===== src/rtl/b9_arb.sv =====
// b9_arb: round-robin request arbiter with a handshake-held grant and an
// optional idle hold window after every completed grant.
//
// Ports
//   clk          system clock, rising edge
//   rst_n        asynchronous active-low reset
//   req          per-channel level request
//   mask         per-channel disable (1 = excluded from arbitration)
//   hold_cycles  idle cycles inserted after each completed grant
//   gnt_rdy      consumer accepts the offered grant
//   lock         burst request, sampled at handshake (B9_ARB_LOCK_EN only)
//   gnt          registered one-hot grant, zero when nothing is offered
//   gnt_idx      registered binary index of the granted channel
//   gnt_vld      registered grant-offered flag
//   busy         registered, high whenever the FSM is outside IDLE
//
// Build option: define B9_ARB_LOCK_EN to let a handshake with lock=1 keep
// the current channel granted while its request stays high.
//
// state | meaning
// ------+--------------------------------------------------------------
// IDLE  | no grant offered; arbitrate eligible requests from ptr
// GRANT | grant offered and held stable until gnt_vld & gnt_rdy
// HOLD  | post-grant idle window, hold counter counts down to zero
module b9_arb #(
  parameter int N_CH   = 4,
  parameter int HOLD_W = 4,
  parameter int IDX_W  = 2
) (
  input  logic              clk,
  input  logic              rst_n,
  input  logic [N_CH-1:0]   req,
  input  logic [N_CH-1:0]   mask,
  input  logic [HOLD_W-1:0] hold_cycles,
  input  logic              gnt_rdy,
  input  logic              lock,
  output logic [N_CH-1:0]   gnt,
  output logic [IDX_W-1:0]  gnt_idx,
  output logic              gnt_vld,
  output logic              busy
);

  typedef enum logic [1:0] {ST_IDLE, ST_GRANT, ST_HOLD} state_e;

  state_e              state_q, state_d;
  logic [IDX_W-1:0]    ptr_q, ptr_d;
  logic [HOLD_W-1:0]   cnt_q, cnt_d;
  logic [N_CH-1:0]     gnt_q, gnt_d;
  logic [IDX_W-1:0]    idx_q, idx_d;
  logic                vld_q, vld_d;
  logic                busy_q, busy_d;

  logic [N_CH-1:0]     elig;
  logic                hi_found, lo_found;
  logic [IDX_W-1:0]    hi_idx, lo_idx, sel_idx;
  logic [IDX_W-1:0]    ptr_nxt;
  logic                lock_keep;

  assign elig = req & ~mask;

  // Round-robin pick: lowest eligible channel at or above ptr, otherwise
  // wrap to the lowest eligible channel overall. Descending scan so the
  // last write wins with the lowest index.
  always_comb begin
    hi_found = 1'b0;
    lo_found = 1'b0;
    hi_idx   = '0;
    lo_idx   = '0;
    for (int c = N_CH - 1; c >= 0; c--) begin
      if (elig[c]) begin
        lo_found = 1'b1;
        lo_idx   = IDX_W'(c);
        if (c >= int'(ptr_q)) begin
          hi_found = 1'b1;
          hi_idx   = IDX_W'(c);
        end
      end
    end
    sel_idx = hi_found ? hi_idx : lo_idx;
  end

  assign ptr_nxt = (idx_q == IDX_W'(N_CH - 1)) ? '0 : idx_q + 1'b1;

`ifdef B9_ARB_LOCK_EN
  assign lock_keep = lock & req[idx_q];
`else
  logic unused_lock;
  assign unused_lock = lock;
  assign lock_keep   = 1'b0;
`endif

  always_comb begin
    state_d = state_q;
    ptr_d   = ptr_q;
    cnt_d   = cnt_q;
    gnt_d   = gnt_q;
    idx_d   = idx_q;
    vld_d   = vld_q;
    unique case (state_q)
      ST_IDLE: begin
        gnt_d = '0;
        idx_d = '0;
        vld_d = 1'b0;
        if (lo_found) begin
          gnt_d   = {{(N_CH-1){1'b0}}, 1'b1} << sel_idx;
          idx_d   = sel_idx;
          vld_d   = 1'b1;
          state_d = ST_GRANT;
        end
      end
      ST_GRANT: begin
        if (vld_q && gnt_rdy && !lock_keep) begin
          ptr_d = ptr_nxt;
          gnt_d = '0;
          idx_d = '0;
          vld_d = 1'b0;
          if (hold_cycles == '0) begin
            state_d = ST_IDLE;
          end else begin
            cnt_d   = hold_cycles;
            state_d = ST_HOLD;
          end
        end
      end
      ST_HOLD: begin
        // cnt_q==1 is the last hold cycle: the count reaches zero as IDLE
        // is entered, so HOLD spans exactly hold_cycles cycles.
        cnt_d = (cnt_q == '0) ? '0 : cnt_q - 1'b1;
        if (cnt_q <= HOLD_W'(1)) state_d = ST_IDLE;
      end
      default: state_d = ST_IDLE;
    endcase
    busy_d = (state_d != ST_IDLE);
  end

  always_ff @(posedge clk or negedge rst_n) begin
    if (!rst_n) begin
      state_q <= ST_IDLE;
      ptr_q   <= '0;
      cnt_q   <= '0;
      gnt_q   <= '0;
      idx_q   <= '0;
      vld_q   <= 1'b0;
      busy_q  <= 1'b0;
    end else begin
      state_q <= state_d;
      ptr_q   <= ptr_d;
      cnt_q   <= cnt_d;
      gnt_q   <= gnt_d;
      idx_q   <= idx_d;
      vld_q   <= vld_d;
      busy_q  <= busy_d;
    end
  end

  assign gnt     = gnt_q;
  assign gnt_idx = idx_q;
  assign gnt_vld = vld_q;
  assign busy    = busy_q;

endmodule


===== config.mk =====
export PLATFORM = sky130hd
export DESIGN_NAME = b9_arb
export DESIGN_NICKNAME = d
export VERILOG_FILES = /design/src/rtl/b9_arb.sv
export SDC_FILE = /design/constraint.sdc
export NUM_CORES = 1
export LEC_CHECK = 0
export ABC_AREA = 1
export CORE_UTILIZATION = 42
export DETAILED_ROUTE_END_ITERATION = 8
export PLACE_DENSITY = 0.74
export SLEW_MARGIN = 20
export SYNTH_ARGS = -nofsm -noshare
export SYNTH_HDL_FRONTEND = slang
export SYNTH_SLANG_ARGS = --single-unit

===== constraint.sdc =====
create_clock -name clk -period 1.1 [get_ports clk]
set_input_delay 0.22 -clock clk [delete_from_list [all_inputs] [get_ports clk]]
set_output_delay 0.22 -clock clk [all_outputs]
set_load 0.01 [all_outputs]

After elaboration in Yosys (flattened, before gate mapping)
Cells that the tools add are included.
- muxes and demuxes: 40
- bitwise operators: 2
- shift operators: 1
- magnitude comparators: 4
- eq/ne operators: 5
- $add $sub $neg: 2
- reduce and logical (&&, ||, !) cells: 10
- operators by type and width (cell ; count):
    2-bit two-way mux ; 18
    4-bit two-way mux ; 5
    4-bit one-hot mux with 2 select lines ; 2
    1-bit two-way mux ; 12
    4-bit logical NOT ; 2
    2-bit one-hot mux with 3 select lines ; 1
    2-bit nonzero test ; 3
    4-bit bitwise AND ; 1
    2-bit == test, second input constant ; 2
    1-bit by 2-bit >= comparator with 1-bit output, first input constant ; 2
    4-bit by 1-bit <= comparator with 1-bit output, second input constant ; 1
    2-bit inequality test, second input constant ; 2
    4-bit NOT ; 1
    2-bit one-hot mux with 2 select lines ; 1
    2-bit AND reduction ; 2
    1-bit by 2-bit left shift with 4-bit output, first input constant ; 1
    4-bit by 1-bit subtractor with 4-bit output, second input constant ; 1
    3-bit AND reduction ; 1
    2-bit by 1-bit adder with 2-bit output, second input constant ; 1
    2-bit by 1-bit == test with 1-bit output, second input constant ; 1
    2-bit >= comparator, first input constant ; 1
    2-bit logical NOT ; 1
    1-bit one-hot mux with 2 select lines ; 1
    1-bit logical AND ; 1
- register bits: 16

Logic depth before layout (Yosys ltp)
Gate-level depths: netlist (run 1).
- depth in word-level cells: 13
- depth in mapped cells: 9
- depth with buffers taken out: 9

Least setup slack after synthesis (run 1)
Ideal clock, no wire load.
- path type: register to register
- start point: reg state_q[1]
- end point: reg cnt_q[1]
- buffers on the path: 0
- arrival: 1000 ps
- path slack: -17 ps
- cell stages (with the launch flop): 9
- setup time: 117 ps
- clock period less this slack: 1117 ps
- cell sequence: dfrtp_1 -> inv_1 -> nand2_2 -> nor2_4 -> nand2_4 -> nand2_4 -> o21ai_2 -> nand2_1 -> nand2_1
- longest elaborated chain between the ends: 3
- RTL lines (item ; line ; source):
    start: declaration ; 45 ; state_e state_q, state_d;
    start signal: assignment ; 146 ; state_q <= state_d;
    2-bit by 1-bit == test with 1-bit output / 2-bit == test (equally long branches) ; 99 ; unique case (state_q)
    2-bit inequality test (no source line) / 2-bit nonzero test (equally long branches) ; - ;
    3-bit AND reduction (no source line) ; - ;
    end signal: assignment ; 148 ; cnt_q <= cnt_d;
    end: declaration ; 47 ; logic [HOLD_W-1:0] cnt_q, cnt_d;
Several ways; a longest one is shown, not always the timed one.
A chain may end at the register's enable or synchronous reset.

Final worst setup path (run 1)
Same ends and word-level chain as after synthesis.

==> impl_metrics.ini, run 1 <==
[floorplan]
die-width_um = 48.3
die_h_um = 48.3
core-area_um2 = 1980
dieArea_um2 = 2330
ios = 24
start_util_pct = 45.5
rows = 16

[logic_synthesis]
synth_edf_count = 0
yosysUniqueCellTypes = 18
synth_common_cells = nand2_1, inv_1, dfrtp_1, nor2_1, nand3_1
synth_top_area_share_pct = 44.4
syn_area_um2 = 901
ys.warnings.count = 0
synth_seq_cells = 16
async_flop_share_pct = 100
postSynthAreaPerCell_um2 = 7.27
synth_area_leaders = dfrtp_1, nand2_1, inv_1, nor2_1, nand3_1
synth_nets = 141
syn_inst = 124
synth_ff_type = dfrtp_1
yosysMostFrequentCell = nand2_1
synth_seq_area_share_pct = 44.4
synth_largest_area_cell = dfrtp_1

[clock_network]
cts_tree = done
numCtsBuffers = 3
cts-root-buf = clkbuf_4
clk_pin_slew_worst_paths_ps = 90
htreeDepth = 1
cts_max_path_buffers = 2
clkSinkCount = 16
ctsHoldBuffers = 0
worstSkewPairLatency_ps = 300

[drt]
wl_mm = 2.23
wire_per_inst_um = 11.5
dr.pass1.iters = 4
route.detailed.drc = 0
antenna_left = 0
drtIter0Drc = 11
viasPerCell = 4.79
dr_total_vias = 924

[power_and_ir_drop]
peakVddDrop_mv = 1.36
power.density_nw_per_um2 = 2410
finalPower_w = 0.00336
leakagePower_nw = 0.752

[timing]
setup_slack_ps = -80.4
rsz0062_at_grt = yes
finClkSkew_ps = 1.38
clock.fmax_mhz = 847
hold_violations = 0
finalCriticalPeriod_ps = 1180
tightest_slew_ps = 210
slew_violations = 0
fin_crit_sh_pct = 107
slew_headroom_pct = 86.0
fin_hold_ws_ps = 230
finalSetupViolations = 10

[outcome]
violations = negative setup slack
outcome = finished with violations

[critical_path]
end_kind = flip-flop
worstSetupPathType = flip-flop to flip-flop
reg2reg_setup_slack_ps = -80
r2r_end = cnt_q[1]
crit_path_top_delay_cell = dfrtp_1
cp_top_family = simple AND/OR/NAND/NOR gates
path_max_fanout = 5
crit_path_max_incr_delay_ps = 410
path_cells = inv_2 > nand2_2 > nor2_4 > nand2_4 > nand2_4 > o21ai_2 > nand2_1 > nand2_1
reg2reg_depth = 8
regToRegStartpoint = state_q[1]
crit_buf_inv = 1
critPathLaunchType = flip-flop
worstPathRequired_ps = 1300
cp.arrival_ps = 1380

[cells_and_area]
diodes = 0
fin_cells = 193
fin_nets = 184
post-route-util_pct = 70.5
drive_gt1_share_pct = 40.4
area_growth_pct = 55.0

[placement]
port_buffers = 22
place_ws_ps = -369
hpwlAfterDp_mm = 1.50
globalplace.congestion = 0.779
dp.cells = 184

[grt]
grt_pass1_vias = 951
grt_util_all_layers_pct = 21.1
grt_pass1_wl_mm = 3.83
gr-total-overflow = 0
grt_max_degree = 17
antenna_found_initial = 0

[worst_hold_path]
hold_path_class = input pin to async pin

[run]
cap_violations = 0
-- final cells by class --
type / instances / area (um2)
Multi-Input combinational cell: 89 / 534
Clock buffer: 4 / 36.3
Inverter: 19 / 71.3
Fill cell: 157 / 586
Sequential cell: 16 / 402
Tap cell: 27 / 33.8
Timing Repair Buffer: 38 / 319
-- sequential cells by signal, summed over array words and instances, names as in the netlist --
signal   cells
gnt          4
ptr_q        2
state_q      2
cnt_q        4
gnt_idx      2
busy         1
gnt_vld      1
-- worst max-delay path by stage --
stage,from,end,slack (ps),cells past startpoint
global placement,mask[2],gnt_idx[0],-330,8
CTS,state_q[1],cnt_q[1],-60,8
finish,state_q[1],cnt_q[1],-80,8
global route,req[2],gnt[3],-160,9
detailed placement,mask[0],gnt[2],-370,8
floorplan,gnt_vld,cnt_q[1],5,7
-- layout by cell type, fill, tap and decap left out, drive strengths merged --
master and instances:
nand3 8, dlymetal6s2s 3, clkbuf 4, o211ai 1
nand2 51, o31ai 1, buf 24, clkdlybuf4s50 11
nand4 2, nor2 14, or2 1, ha 1
dfrtp 16, o21ai 6, a21oi 2, o22ai 2
inv 19
-- through the flow --
stage	TNS, ps	instance area, um2
floorplan	0	903
global placement	-4250	1240
detailed placement	-4610	1240
CTS	-389	1310
global route	-1410	1400
finish	-437	1400
-- what timing repair did --
action / in CTS / in global routing
setup endpoints to repair: 19 / 15
buffers inserted: 3 / 3
pin swaps: 9 / 19
gates resized for setup: 52 / 23
hold endpoints to repair: 0 / 0
-- report_power, final --
part	internal [W]	total (W)	switching, W
clock network	0.000202	0.000400	0.000198
registers	0.000870	0.00107	0.000197
logic	0.000875	0.00190	0.00102
-- routing by layer --
metal	GRT usage, %	wire length (um)	vias to the layer above
met5	0	0	-
met2	37.8	1170	22
li1	-	-	469
met1	24.6	919	428
met4	10.8	48	0
met3	2.52	92	5
-- logic make-up (layout without fill, tap and decap cells) --
| group | Yosys count | count (layout) | synth area share [%] |
|---|---|---|---|
| buf+inv | 19 | 61 | 7.92 |
| simple gates | 76 | 76 | 37.2 |
| flops | 16 | 16 | 44.4 |
| compound gates | 12 | 12 | 9.03 |
| fa+ha+maj | 1 | 1 | 1.39 |
No activity file was read; power rests on OpenSTA's default activity.
==> run 2, diff against run 1 <==
Settings changed: CORE_MARGIN set to 2, PLACE_DENSITY 0.74 to 0.73, SETUP_SLACK_MARGIN set to 0.15.
==> run 2 against run 1 <==
The flow still finishes with violations (negative setup slack). Flip-flop and latch count stayed put. Final cell count is 2.1% higher. Largest cell class unchanged. Critical path depth down 1. Sequential share of layout area decreased by 0.31 points. Die area grew 8.5%. Register-to-register slack is essentially flat. Via count unchanged. Combinational power is essentially flat. Wire length down 2.3%.
==> impl_metrics.ini, run 2 (synthesis gave the netlist of run 1 again) <==
[critical_path]
startpoint = state_q[1]
worstSetupPathType = flip-flop to flip-flop
critPathLaunchType = flip-flop
worstPathRequired_ps = 1280
regToRegStartpoint = state_q[1]
end_kind = flip-flop
reg2reg_setup_slack_ps = -80
r2r_end = cnt_q[2]
path_max_fanout = 5
reg2reg_depth = 7
cp.arrival_ps = 1360

[grt]
gr-total-overflow = 0
grt_max_degree = 17
antenna_found_initial = 0
grt_pass1_vias = 878
grt_pass1_wl_mm = 3.71
grt_util_all_layers_pct = 19.1

[drt]
dr_total_vias = 924
drtIter0Drc = 20
wire_per_inst_um = 11.0
dr.pass1.iters = 4
route.detailed.drc = 0
wl_mm = 2.18
antenna_left = 0
viasPerCell = 4.69

[timing]
clock.fmax_mhz = 850
setup_slack_ps = -76.4
finalSetupViolations = 9
slew_violations = 0
finClkSkew_ps = 1.56
hold_violations = 0
finalCriticalPeriod_ps = 1180
tns_ps = -395
rsz0062_at_grt = yes
tightest_slew_ps = 210
slew_headroom_pct = 86.0
fin_hold_ws_ps = 239
fin_crit_sh_pct = 107

[clock_network]
clk_pin_slew_worst_paths_ps = 100
cts_max_path_buffers = 2
cts-root-buf = clkbuf_4
numCtsBuffers = 3
worstSkewPairLatency_ps = 280
cts_tree = done
clkSinkCount = 16
ctsHoldBuffers = 0
htreeDepth = 1

[placement]
port_buffers = 22
placed_area_um2 = 1260
globalplace.congestion = 0.851
place_ws_ps = -349
hpwlAfterDp_mm = 1.51

[cells_and_area]
fill_cells = 160
fin_nets = 188
fin_area_um2 = 1410
seqCellArea_um2 = 402
drive_gt1_share_pct = 40.0
final_cell_mix = nand2_1, buf_4, inv_1, dfrtp_1, nand2_2
final_common_cell = nand2_1
multiInputGateArea_um2 = 520
area_growth_pct = 56.7
diodes = 0

[floorplan]
ios = 24
die_h_um = 50.3
start_util_pct = 45.0
die-width_um = 50.3
rows = 16
core-area_um2 = 2000
dieArea_um2 = 2530

[worst_hold_path]
hold_path_class = input pin to async pin

[power_and_ir_drop]
power.density_nw_per_um2 = 2350
leakagePower_nw = 0.759
peakVddDrop_mv = 1.53

[run]
cap_violations = 0

[outcome]
violations = negative setup slack
outcome = finished with violations
[run 2: worst max-delay path, stage by stage (launching register included)]
cell,delay (ps)
dfrtp_1,400
inv_2,60
buf_6,120
nor2_4,170
buf_4,140
o22ai_1,70
nand2_1,60
nand2_1,50
[run 2: cell type report]
class | instances | share of cell area [%]
flip-flops and latches | 16 | 28.5
clock buffers | 4 | 2.57
repair buffers | 42 | 24.5
multi-input cells | 89 | 36.9
inverters | 19 | 5.23
well taps | 27 | 2.39
[run 2: worst max path at each step]
stage / endpoint / slack, ps / cells past startpoint
2_1_floorplan: cnt_q[1] / 20 / 7
3_3_place_gp: gnt_idx[0] / -340 / 8
3_5_place_dp: cnt_q[1] / -350 / 8
4_1_cts: cnt_q[1] / -60 / 8
5_1_grt: cnt_q[1] / -160 / 8
6_report: cnt_q[2] / -80 / 7
[run 2: repair_timing]
item	4_1_cts	5_1_grt
pin swaps	10	9
gates resized for setup	61	11
buffers inserted	7	0
endpoints found under the setup margin	24	24
[run 2: routing by layer]
| metal | share of wire, % | vias to the layer above | GRT usage [%] |
|---|---|---|---|
| li1 | - | 482 | - |
| met1 | 44 | 426 | 21.8 |
| met2 | 52 | 14 | 36.8 |
| met3 | 3.5 | 2 | 2.98 |
| met4 | 0.41 | 0 | 4.05 |
| met5 | 0 | - | 0 |
[run 2: where the power goes]
part	switching, W	internal (W)
registers	0.000187	0.000869
logic	0.000994	0.000876
clock network	0.000195	0.000201
[run 2: stage by stage]
| step | total power, W | instances | utilization [%] |
|---|---|---|---|
| 2_1_floorplan | 0.00198 | 124 | - |
| 3_5_place_dp | 0.00266 | 186 | 62.9 |
| 6_report | 0.00332 | 197 | 70.5 |
| 3_3_place_gp | 0.00263 | 186 | 62.9 |
| 5_1_grt | 0.00359 | 197 | 70.5 |
| 4_1_cts | 0.00318 | 197 | 68.4 |
